==> src/rtl/alu_exec_if.sv <==
// Interface: alu_exec_if
// Bundles the execute-stage inputs (decoded control, operands, PC) and the
// registered EX/MEM outputs of alu_exec_unit.
//   master : drives en/in_valid/alu_op/funct/shamt/a/b/pc/imm_ext, observes results
//   slave  : the execute unit itself (consumes inputs, drives registered outputs)
interface alu_exec_if #(
    parameter int unsigned WIDTH = 32
);
    // Inputs to the execute stage
    logic             en;
    logic             in_valid;
    logic [1:0]       alu_op;
    logic [5:0]       funct;
    logic [4:0]       shamt;
    logic [WIDTH-1:0] a;
    logic [WIDTH-1:0] b;
    logic [WIDTH-1:0] pc;
    logic [WIDTH-1:0] imm_ext;

    // Registered outputs (EX/MEM boundary)
    logic             out_valid;
    logic [3:0]       alu_ctrl;
    logic             jr;
    logic [WIDTH-1:0] result;
    logic             zero;
    logic             overflow;
    logic [WIDTH-1:0] pc_plus_4;
    logic [WIDTH-1:0] branch_target;

    modport master (
        output en, in_valid, alu_op, funct, shamt, a, b, pc, imm_ext,
        input  out_valid, alu_ctrl, jr, result, zero, overflow, pc_plus_4, branch_target
    );

    modport slave (
        input  en, in_valid, alu_op, funct, shamt, a, b, pc, imm_ext,
        output out_valid, alu_ctrl, jr, result, zero, overflow, pc_plus_4, branch_target
    );
endinterface

==> src/rtl/alu_exec_unit.sv <==
// Module: alu_exec_unit
// Execute stage of the MIPS pipeline: ALU-control decode, 32-bit ALU and the
// PC+4 / branch-target adders. Every output is registered (1-cycle latency).
// Ports:
//   clk    : rising-edge clock
//   rst_n  : asynchronous active-low reset, clears all outputs
//   bus    : alu_exec_if.slave
//            in : en (0 = stall/hold), in_valid, alu_op, funct, shamt, a, b, pc, imm_ext
//            out: out_valid, alu_ctrl, jr, result, zero, overflow, pc_plus_4, branch_target
module alu_exec_unit #(
    parameter int unsigned WIDTH = 32
) (
    input  logic       clk,
    input  logic       rst_n,
    alu_exec_if.slave  bus
);

    typedef enum logic [3:0] {
        AluAnd  = 4'b0000,
        AluOr   = 4'b0001,
        AluAdd  = 4'b0010,
        AluXor  = 4'b0011,
        AluSub  = 4'b0110,
        AluSlt  = 4'b0111,
        AluSll  = 4'b1000,
        AluSrl  = 4'b1001,
        AluSra  = 4'b1010,
        AluSltu = 4'b1011,
        AluNor  = 4'b1100
    } alu_ctrl_e;

    // ------------------------------------------------------------------
    // ALU control decode
    // ------------------------------------------------------------------
    alu_ctrl_e ctrl_d;
    logic      jr_d;
    logic      ovf_en; // only signed add/sub report overflow

    always_comb begin
        ctrl_d = AluAdd;
        jr_d   = 1'b0;
        ovf_en = 1'b0;
        unique case (bus.alu_op)
            2'b00: begin
                ctrl_d = AluAdd;
                ovf_en = 1'b1;
            end
            2'b01: begin
                ctrl_d = AluSub;
                ovf_en = 1'b1;
            end
            2'b11: ctrl_d = AluOr;
            2'b10: begin
                case (bus.funct)
                    6'h20: begin
                        ctrl_d = AluAdd;
                        ovf_en = 1'b1;
                    end
                    6'h21: ctrl_d = AluAdd;
                    6'h22: begin
                        ctrl_d = AluSub;
                        ovf_en = 1'b1;
                    end
                    6'h23: ctrl_d = AluSub;
                    6'h24: ctrl_d = AluAnd;
                    6'h25: ctrl_d = AluOr;
                    6'h26: ctrl_d = AluXor;
                    6'h27: ctrl_d = AluNor;
                    6'h2A: ctrl_d = AluSlt;
                    6'h2B: ctrl_d = AluSltu;
                    6'h00: ctrl_d = AluSll;
                    6'h02: ctrl_d = AluSrl;
                    6'h03: ctrl_d = AluSra;
                    6'h08: begin
                        ctrl_d = AluAdd;
                        jr_d   = 1'b1;
                    end
                    default: ctrl_d = AluAdd;
                endcase
            end
            default: ctrl_d = AluAdd;
        endcase
    end

    // ------------------------------------------------------------------
    // ALU datapath
    // ------------------------------------------------------------------
    logic [WIDTH-1:0] sum;
    logic [WIDTH-1:0] diff;
    logic [WIDTH-1:0] result_d;
    logic             overflow_d;
    logic             sign_a;
    logic             sign_b;

    assign sum    = bus.a + bus.b;
    assign diff   = bus.a - bus.b;
    assign sign_a = bus.a[WIDTH-1];
    assign sign_b = bus.b[WIDTH-1];

    always_comb begin
        result_d = '0;
        unique case (ctrl_d)
            AluAnd:  result_d = bus.a & bus.b;
            AluOr:   result_d = bus.a | bus.b;
            AluAdd:  result_d = sum;
            AluXor:  result_d = bus.a ^ bus.b;
            AluSub:  result_d = diff;
            AluSlt:  result_d = {{(WIDTH-1){1'b0}}, $signed(bus.a) < $signed(bus.b)};
            AluSltu: result_d = {{(WIDTH-1){1'b0}}, bus.a < bus.b};
            // Shifts act on b by shamt; a is ignored.
            AluSll:  result_d = bus.b << bus.shamt;
            AluSrl:  result_d = bus.b >> bus.shamt;
            AluSra:  result_d = $unsigned($signed(bus.b) >>> bus.shamt);
            AluNor:  result_d = ~(bus.a | bus.b);
            default: result_d = '0;
        endcase
    end

    always_comb begin
        overflow_d = 1'b0;
        if (ovf_en) begin
            if (ctrl_d == AluAdd) begin
                overflow_d = (sign_a == sign_b) && (sum[WIDTH-1] != sign_a);
            end else if (ctrl_d == AluSub) begin
                overflow_d = (sign_a != sign_b) && (diff[WIDTH-1] != sign_a);
            end
        end
    end

    // ------------------------------------------------------------------
    // PC adders
    // ------------------------------------------------------------------
    logic [WIDTH-1:0] pc_plus_4_d;
    logic [WIDTH-1:0] branch_target_d;

    assign pc_plus_4_d     = bus.pc + WIDTH'(4);
    // Word offset to byte offset; wraps modulo 2^WIDTH for negative offsets.
    assign branch_target_d = pc_plus_4_d + {bus.imm_ext[WIDTH-3:0], 2'b00};

    // ------------------------------------------------------------------
    // EX/MEM output registers
    // ------------------------------------------------------------------
    logic             out_valid_q;
    logic [3:0]       alu_ctrl_q;
    logic             jr_q;
    logic [WIDTH-1:0] result_q;
    logic             zero_q;
    logic             overflow_q;
    logic [WIDTH-1:0] pc_plus_4_q;
    logic [WIDTH-1:0] branch_target_q;

    always_ff @(posedge clk or negedge rst_n) begin
        if (!rst_n) begin
            out_valid_q     <= 1'b0;
            alu_ctrl_q      <= 4'b0000;
            jr_q            <= 1'b0;
            result_q        <= '0;
            zero_q          <= 1'b0;
            overflow_q      <= 1'b0;
            pc_plus_4_q     <= '0;
            branch_target_q <= '0;
        end else if (bus.en) begin
            out_valid_q     <= bus.in_valid;
            alu_ctrl_q      <= ctrl_d;
            jr_q            <= jr_d;
            result_q        <= result_d;
            zero_q          <= (result_d == '0);
            overflow_q      <= overflow_d;
            pc_plus_4_q     <= pc_plus_4_d;
            branch_target_q <= branch_target_d;
        end
    end

    assign bus.out_valid     = out_valid_q;
    assign bus.alu_ctrl      = alu_ctrl_q;
    assign bus.jr            = jr_q;
    assign bus.result        = result_q;
    assign bus.zero          = zero_q;
    assign bus.overflow      = overflow_q;
    assign bus.pc_plus_4     = pc_plus_4_q;
    assign bus.branch_target = branch_target_q;

endmodule

==> src/flat_wrapper.sv <==
// flat-port wrapper written by rule: the top's interface ports become plain ports
module alu_exec_unit_flat 
#(
    parameter int unsigned WIDTH = 32
)
  (clk, rst_n, bus_en, bus_in_valid, bus_alu_op, bus_funct, bus_shamt, bus_a, bus_b, bus_pc, bus_imm_ext, bus_out_valid, bus_alu_ctrl, bus_jr, bus_result, bus_zero, bus_overflow, bus_pc_plus_4, bus_branch_target);
  alu_exec_if #(.WIDTH(WIDTH)) bus_i ();
  input  logic clk;
  input  logic rst_n;
  input wire logic [$bits(bus_i.en)-1:0] bus_en;
  input wire logic [$bits(bus_i.in_valid)-1:0] bus_in_valid;
  input wire logic [$bits(bus_i.alu_op)-1:0] bus_alu_op;
  input wire logic [$bits(bus_i.funct)-1:0] bus_funct;
  input wire logic [$bits(bus_i.shamt)-1:0] bus_shamt;
  input wire logic [$bits(bus_i.a)-1:0] bus_a;
  input wire logic [$bits(bus_i.b)-1:0] bus_b;
  input wire logic [$bits(bus_i.pc)-1:0] bus_pc;
  input wire logic [$bits(bus_i.imm_ext)-1:0] bus_imm_ext;
  output wire logic [$bits(bus_i.out_valid)-1:0] bus_out_valid;
  output wire logic [$bits(bus_i.alu_ctrl)-1:0] bus_alu_ctrl;
  output wire logic [$bits(bus_i.jr)-1:0] bus_jr;
  output wire logic [$bits(bus_i.result)-1:0] bus_result;
  output wire logic [$bits(bus_i.zero)-1:0] bus_zero;
  output wire logic [$bits(bus_i.overflow)-1:0] bus_overflow;
  output wire logic [$bits(bus_i.pc_plus_4)-1:0] bus_pc_plus_4;
  output wire logic [$bits(bus_i.branch_target)-1:0] bus_branch_target;
  assign bus_i.en = bus_en;
  assign bus_i.in_valid = bus_in_valid;
  assign bus_i.alu_op = bus_alu_op;
  assign bus_i.funct = bus_funct;
  assign bus_i.shamt = bus_shamt;
  assign bus_i.a = bus_a;
  assign bus_i.b = bus_b;
  assign bus_i.pc = bus_pc;
  assign bus_i.imm_ext = bus_imm_ext;
  assign bus_out_valid = bus_i.out_valid;
  assign bus_alu_ctrl = bus_i.alu_ctrl;
  assign bus_jr = bus_i.jr;
  assign bus_result = bus_i.result;
  assign bus_zero = bus_i.zero;
  assign bus_overflow = bus_i.overflow;
  assign bus_pc_plus_4 = bus_i.pc_plus_4;
  assign bus_branch_target = bus_i.branch_target;
  alu_exec_unit #(.WIDTH(WIDTH)) u_core (.clk(clk), .rst_n(rst_n), .bus(bus_i));
endmodule
==> config.mk <==
export PLATFORM = sky130hd
export DESIGN_NAME = alu_exec_unit_flat
export DESIGN_NICKNAME = d
export VERILOG_FILES = /design/src/rtl/alu_exec_if.sv /design/src/rtl/alu_exec_unit.sv /design/src/flat_wrapper.sv
export SDC_FILE = /design/constraint.sdc
export NUM_CORES = 1
export LEC_CHECK = 0
export ABC_AREA = 1
export CORE_ASPECT_RATIO = 0.9
export CORE_UTILIZATION = 44
export DETAILED_ROUTE_END_ITERATION = 16
export HOLD_SLACK_MARGIN = 0.06
export PLACE_DENSITY = 0.69
export SLEW_MARGIN = 10
export SYNTH_ARGS = -nofsm -noshare
export SYNTH_HDL_FRONTEND = slang
export SYNTH_SLANG_ARGS = --single-unit
export TNS_END_PERCENT = 100
==> constraint.sdc <==
create_clock -name clk -period 0.8 [get_ports clk]
set_input_delay 0.08 -clock clk [delete_from_list [all_inputs] [get_ports clk]]
set_output_delay 0.08 -clock clk [all_outputs]
set_load 0.02 [all_outputs]
==> run metrics, run 1 <==
status=aborted with a tool error; Fail Step=5_1_grt; Stop Error=[ERROR GRT-0232] Routing congestion too high. Check the congestion heatmap in the GUI.; CTS root buffer=clkbuf_16; CTS Buffer Depth=2; GPL Wtd Cong=1.11; DIE WIDTH=213 um; Worst endpoint, post-GRT repair=u_core.bus.branch_target[28]$_DFFE_PN0P_/D; site row count=69; Async SR Flop Fraction=100%; Post-Syn Area per Cell=5.44 sq um; Die Height=192 um; largest net degree at the start of global routing=between 40 and 50; CTS sink cnt=102; port bufs=246; Worst EP Category=register input; register bit count reported by yosys=102; GRT overflow=1463; Post-synth EDFFs=0; cts bufs inserted=9; I/O Pins=249; Distinct cells, synth=between 50 and 60; syn_nets=about 3500; cell area after synthesis=0.0177 sq mm; ys flop type=dfrtp_1; dpl cells=4644; dpl hpwl=75.8 mm; Mapped Cells=3254; GRT Overall Usage=approximately 95%; Yosys Warn Count=0; Seq/Total Area, Yosys=between 10% and 20%; htree depth=3; Initial Util=44.8%
-- per-layer routing --
| layer | overflow | track usage, % |
|---|---|---|
| met1 | 116 | 89.6 |
| met5 | 7 | 76.5 |
| met4 | 393 | 101 |
| met3 | 135 | 84.7 |
| met2 | 812 | 108 |
-- synth_stat cells, types with 3 or more instances --
library cell | number | area share (%)
and2_1 | 5 | 0.18
o21ai_0 | 120 | 3.4
a21oi_1 | 110 | 3.1
nor2_4 | 11 | 0.70
o21ai_1 | 17 | 0.48
nor3_1 | 27 | 0.76
inv_1 | 373 | 7.9
o21a_1 | 4 | 0.17
buf_1 | 20 | 0.42
nand3b_1 | 8 | 0.34
nor2_2 | 15 | 0.53
nand4_1 | 22 | 0.78
xnor2_1 | 13 | 0.64
clkinv_1 | 4 | 0.085
nand3_2 | 9 | 0.51
dfrtp_1 | 102 | 14
buf_4 | 9 | 0.38
clkbuf_1 | 50 | 1.1
nor4_1 | 6 | 0.21
buf_2 | 43 | 1.2
a21o_1 | 5 | 0.21
a31oi_1 | 10 | 0.35
o211ai_1 | 11 | 0.47
buf_6 | 14 | 0.89
inv_2 | 9 | 0.19
fa_1 | 3 | 0.34
nand2_4 | 8 | 0.51
nor2_1 | 306 | 6.5
nand2_1 | 1196 | 25
o21bai_1 | 13 | 0.55
ha_1 | 126 | 8.9
or2_2 | 21 | 0.74
nand2_2 | 12 | 0.42
nand3_1 | 487 | 14
xor2_1 | 38 | 1.9
-- kinds of logic after synthesis --
kind of cell | Yosys count | synth area share [%]
AO/OA/AOI/OAI | 301 | 9.25
XOR/XNOR | 51 | 2.52
adder cells (fa/ha/maj) | 129 | 9.24
buffers and inverters | 524 | 12.2
flip-flops | 102 | 14.4
AND/OR/NAND/NOR | 2147 | 52.4
-- through the flow --
stage / hold WS [ns] / cell area [sq um] / worst slack, ns / TNS [ns]
after floorplan: -0.216 / 19100 / -2.10 / -80.59
after global placement: -0.0435 / 27200 / -3.05 / -198.57
after detailed placement: -0.0377 / 27200 / -3.23 / -208.41
after CTS: 0.107 / 32500 / -2.34 / -123.77
-- what timing repair did --
item / CTS
resized for setup: 1759
setup endpoints to repair: 202
hold buffers: 1
setup buffers: 218
cloned: 9
pin swaps: 436
endpoints found under the hold margin: 102
==> run 2: changes to the inputs <==
--- a/config.mk
+++ b/config.mk
@@ -6,11 +6,9 @@
 export NUM_CORES = 1
 export LEC_CHECK = 0
 export ABC_AREA = 1
-export CORE_ASPECT_RATIO = 0.9
-export CORE_UTILIZATION = 44
+export CORE_UTILIZATION = 29
 export DETAILED_ROUTE_END_ITERATION = 16
-export HOLD_SLACK_MARGIN = 0.06
-export PLACE_DENSITY = 0.69
+export PLACE_DENSITY_LB_ADDON = 0.15
 export SLEW_MARGIN = 10
 export SYNTH_ARGS = -nofsm -noshare
 export SYNTH_HDL_FRONTEND = slang
==> constraint.sdc (replaced) <==
create_clock -name clk -period 1.05 [get_ports clk]
set_input_delay 0.105 -clock clk [delete_from_list [all_inputs] [get_ports clk]]
set_output_delay 0.105 -clock clk [all_outputs]
set_load 0.02 [all_outputs]
==> run 2 against run 1 <==
  * The flow now finishes, with violations (setup timing)
  * Synthesized area unchanged
  * Synthesized cell count unchanged
==> run metrics, run 2 <==
status=finished, violations left; violated checks=setup timing; Hold Crit Depth=4; CTS Buffer Depth=2 (unchanged); Initial Util=29.3% (-15 points); cts bufs inserted=9 (unchanged); GPL Wtd Cong=1.01 (-8.9%); post-route antenna net violation count=0; Post-Syn Area per Cell=5.44 sq um (unchanged); CP arrival=3.34 ns; Crit-path slowest cell=a21oi_2; fmax=324 MHz; WS Path Type=primary input to flop; ys flop type=dfrtp_1; Slew Limit Headroom=66.3%; slack of the critical path=-2.04 ns; final setup violation count=slightly above 90; Yosys Warn Count=0 (unchanged); RSZ-0062 raised after global routing=yes; Final Instance Area=0.0348 sq mm; initial antenna violation count=2; Pleak=17.6 nW; CP Launch Type=primary input; DR WL/cell=~20 um; Hold/Removal Path Class=primary input to flop; worst hold endpoint=u_core.bus.jr; Final period util=294%; Pre-antenna DRT Iters=6; DRC=0; worst-skew pair later-pin latency=0.37 ns; worst hold margin=0.0855 ns; port bufs=246 (unchanged); largest net degree at the start of global routing=46; Worst EP required=1.31 ns; most frequent cells in the layout=894 x nand2_1, 781 x buf_4, 356 x nand3_1, 229 x inv_1, 228 x nand2_2; Worst Tran Pin Value=between 0.5 and 0.6 ns; htree depth=3 (unchanged); Worst VDD drop=0.748 mV; area delta synth->final=96.3%; PwrDens=slightly above 800 mW/mm^2; slowest stage delay, CP=about 0.27 ns; Die Height=249 um (+30%); Final Hold Viols=0; setup TNS=-82.86 ns; Final Max Slew Viols=0; Reg2Reg Depth=3; Max Fanout on Critical Path=3; Reg2Reg Launch Point=u_core.bus.overflow; via-per-instance ratio=5.04; Design Power=approximately 29 mW; register bit count reported by yosys=102 (unchanged); area leader, netlist=nand2_1; CTS root buffer=clkbuf_16; commonest non-fill, non-tap cell in the layout=nand2_1; Mapped Cells=3254 (unchanged); fillers=5815; DIE WIDTH=249 um (+17%); CTS tree=built; Async SR Flop Fraction=100% (unchanged); site row count=90 (+30%); first-pass GRT wire length=151 mm; most frequent CP cell=inv_2; I/O Pins=249 (unchanged); placed instance area=0.0281 sq mm (+3.0%); GRT Overall Usage=between 30% and 40%; count leader, synth=nand2_1; r2r setup slk=0.07 ns; Core Region=about 0.06 sq mm; fin crit period=3.09 ns; syn_nets=3528 (unchanged); vias after detailed routing=26100; CTS sink cnt=102 (unchanged); Worst setup EP type=flop; Crit Reg-Reg Endpoint=u_core.bus.overflow; max-cap violations=0; Worst-path clk slew=0.08 ns; vias in the first global route=roughly 25000; Nets=4659; layout cells sized above 1=51.9%; Final Skew=0 ns; Yosys top cell area share=25.3% (unchanged); Distinct cells, synth=55 (unchanged); Post-synth EDFFs=0 (unchanged); synth top area cells=nand2_1 25%, dfrtp_1 14%, nand3_1 14%; GRT overflow=0; top cells by count, synth=1196 x nand2_1, 487 x nand3_1, 373 x inv_1; 1st-iter DRT viols=2414; Post-Route WL=between 100 and 150 mm; die footprint=0.0621 sq mm; hold_sp=bus_funct[2]; dpl hpwl=84.3 mm (+11%); cell area after synthesis=0.0177 sq mm (unchanged); Seq/Total Area, Yosys=14.4% (unchanged)
-- run 2: cell counts after synthesis --
No cell type changed its count.
-- run 2: through the flow --
step	setup slack [ns]	std cells	utilization [%]
after floorplan	-1.88	3254	-
after global placement	-2.76	4949	46.5
after detailed placement	-2.84	4949	46.5
after CTS	-2.02	5091	53.7
after global routing	-2.22	5173	57.6
final	-2.04	5173	57.6
-- run 2: how the worst max path moves through the flow --
stage | startpoint | endpoint | slack (ns) | depth (start not counted)
floorplan | bus_pc[2] | u_core.bus.branch_target[28] | -1.88 | 22
global placement | bus_pc[2] | u_core.bus.branch_target[28] | -2.76 | 25
detailed placement | bus_pc[2] | u_core.bus.branch_target[27] | -2.84 | 23
CTS | bus_pc[2] | u_core.bus.branch_target[28] | -2.02 | 23
global route | bus_pc[2] | u_core.bus.branch_target[31] | -2.22 | 30
finish | bus_pc[2] | u_core.bus.branch_target[31] | -2.04 | 30
-- run 2: where the power goes --
part / total [mW] / switching (mW) / internal, mW
registers: 4.97 / 0.458 / 4.51
logic: 20.2 / 11.0 / 9.14
clock network: 3.48 / 1.76 / 1.72
total: 28.6 / 13.2 / 15.4
-- run 2: cell families (layout without fill, tap and decap cells) --
group	Yosys count	in the layout	synth area share (%)
AND/OR/NAND/NOR	2147	2150	52.4
buffers and inverters	524	1657	12.2
AO/OA/AOI/OAI	301	301	9.25
adder cells (fa/ha/maj)	129	129	9.24
flip-flops	102	102	14.4
XOR/XNOR	51	51	2.52
other	0	1	0
-- run 2: cell type report --
type | instances | area [sq um] | share of cell area, %
Clock inverter | 6 | 51.3 | 0.148
Timing Repair Buffer | 1253 | 11200 | 32.2
Timing Repair inverter | 1 | 8.76 | 0.0252
Clock buffer | 10 | 239 | 0.687
Inverter | 387 | 1660 | 4.78
Antenna cell | 1 | 2.50 | 0.00720
Tap cell | 782 | 978 | 2.81
Sequential cell | 102 | 2550 | 7.34
Multi-Input combinational cell | 2631 | 18100 | 52.0
-- run 2: metal layers --
metal / vias to the layer above / wire (um) / GRT usage [%]
met5: - / 0 / 0
met4: 0 / 4060 / 11.0
met3: 174 / 8070 / 4.85
met2: 1075 / 47500 / 51.7
met1: 12200 / 46200 / 43.7
li1: 12600 / - / -
-- run 2: critical path: cells and delay by family --
kind | cells | cell delay, ns
adder cells (fa/ha/maj) | 2 | 0.38
AND/OR/NAND/NOR | 12 | 1.05
AO/OA/AOI/OAI | 6 | 0.89
buffers and inverters | 9 | 0.72
XOR/XNOR | 1 | 0.16
-- run 2: repair_timing --
item / in CTS / in global routing
endpoints found under the setup margin: 184 / 182
gates cloned: 6 / 4
endpoints found under the hold margin: 102 / 0
resized for setup: 1171 / 808
setup buffers: 150 / 111
pin swaps: 387 / 364
hold buffers: 1 / 0
Power figures use the tool's default switching activity.
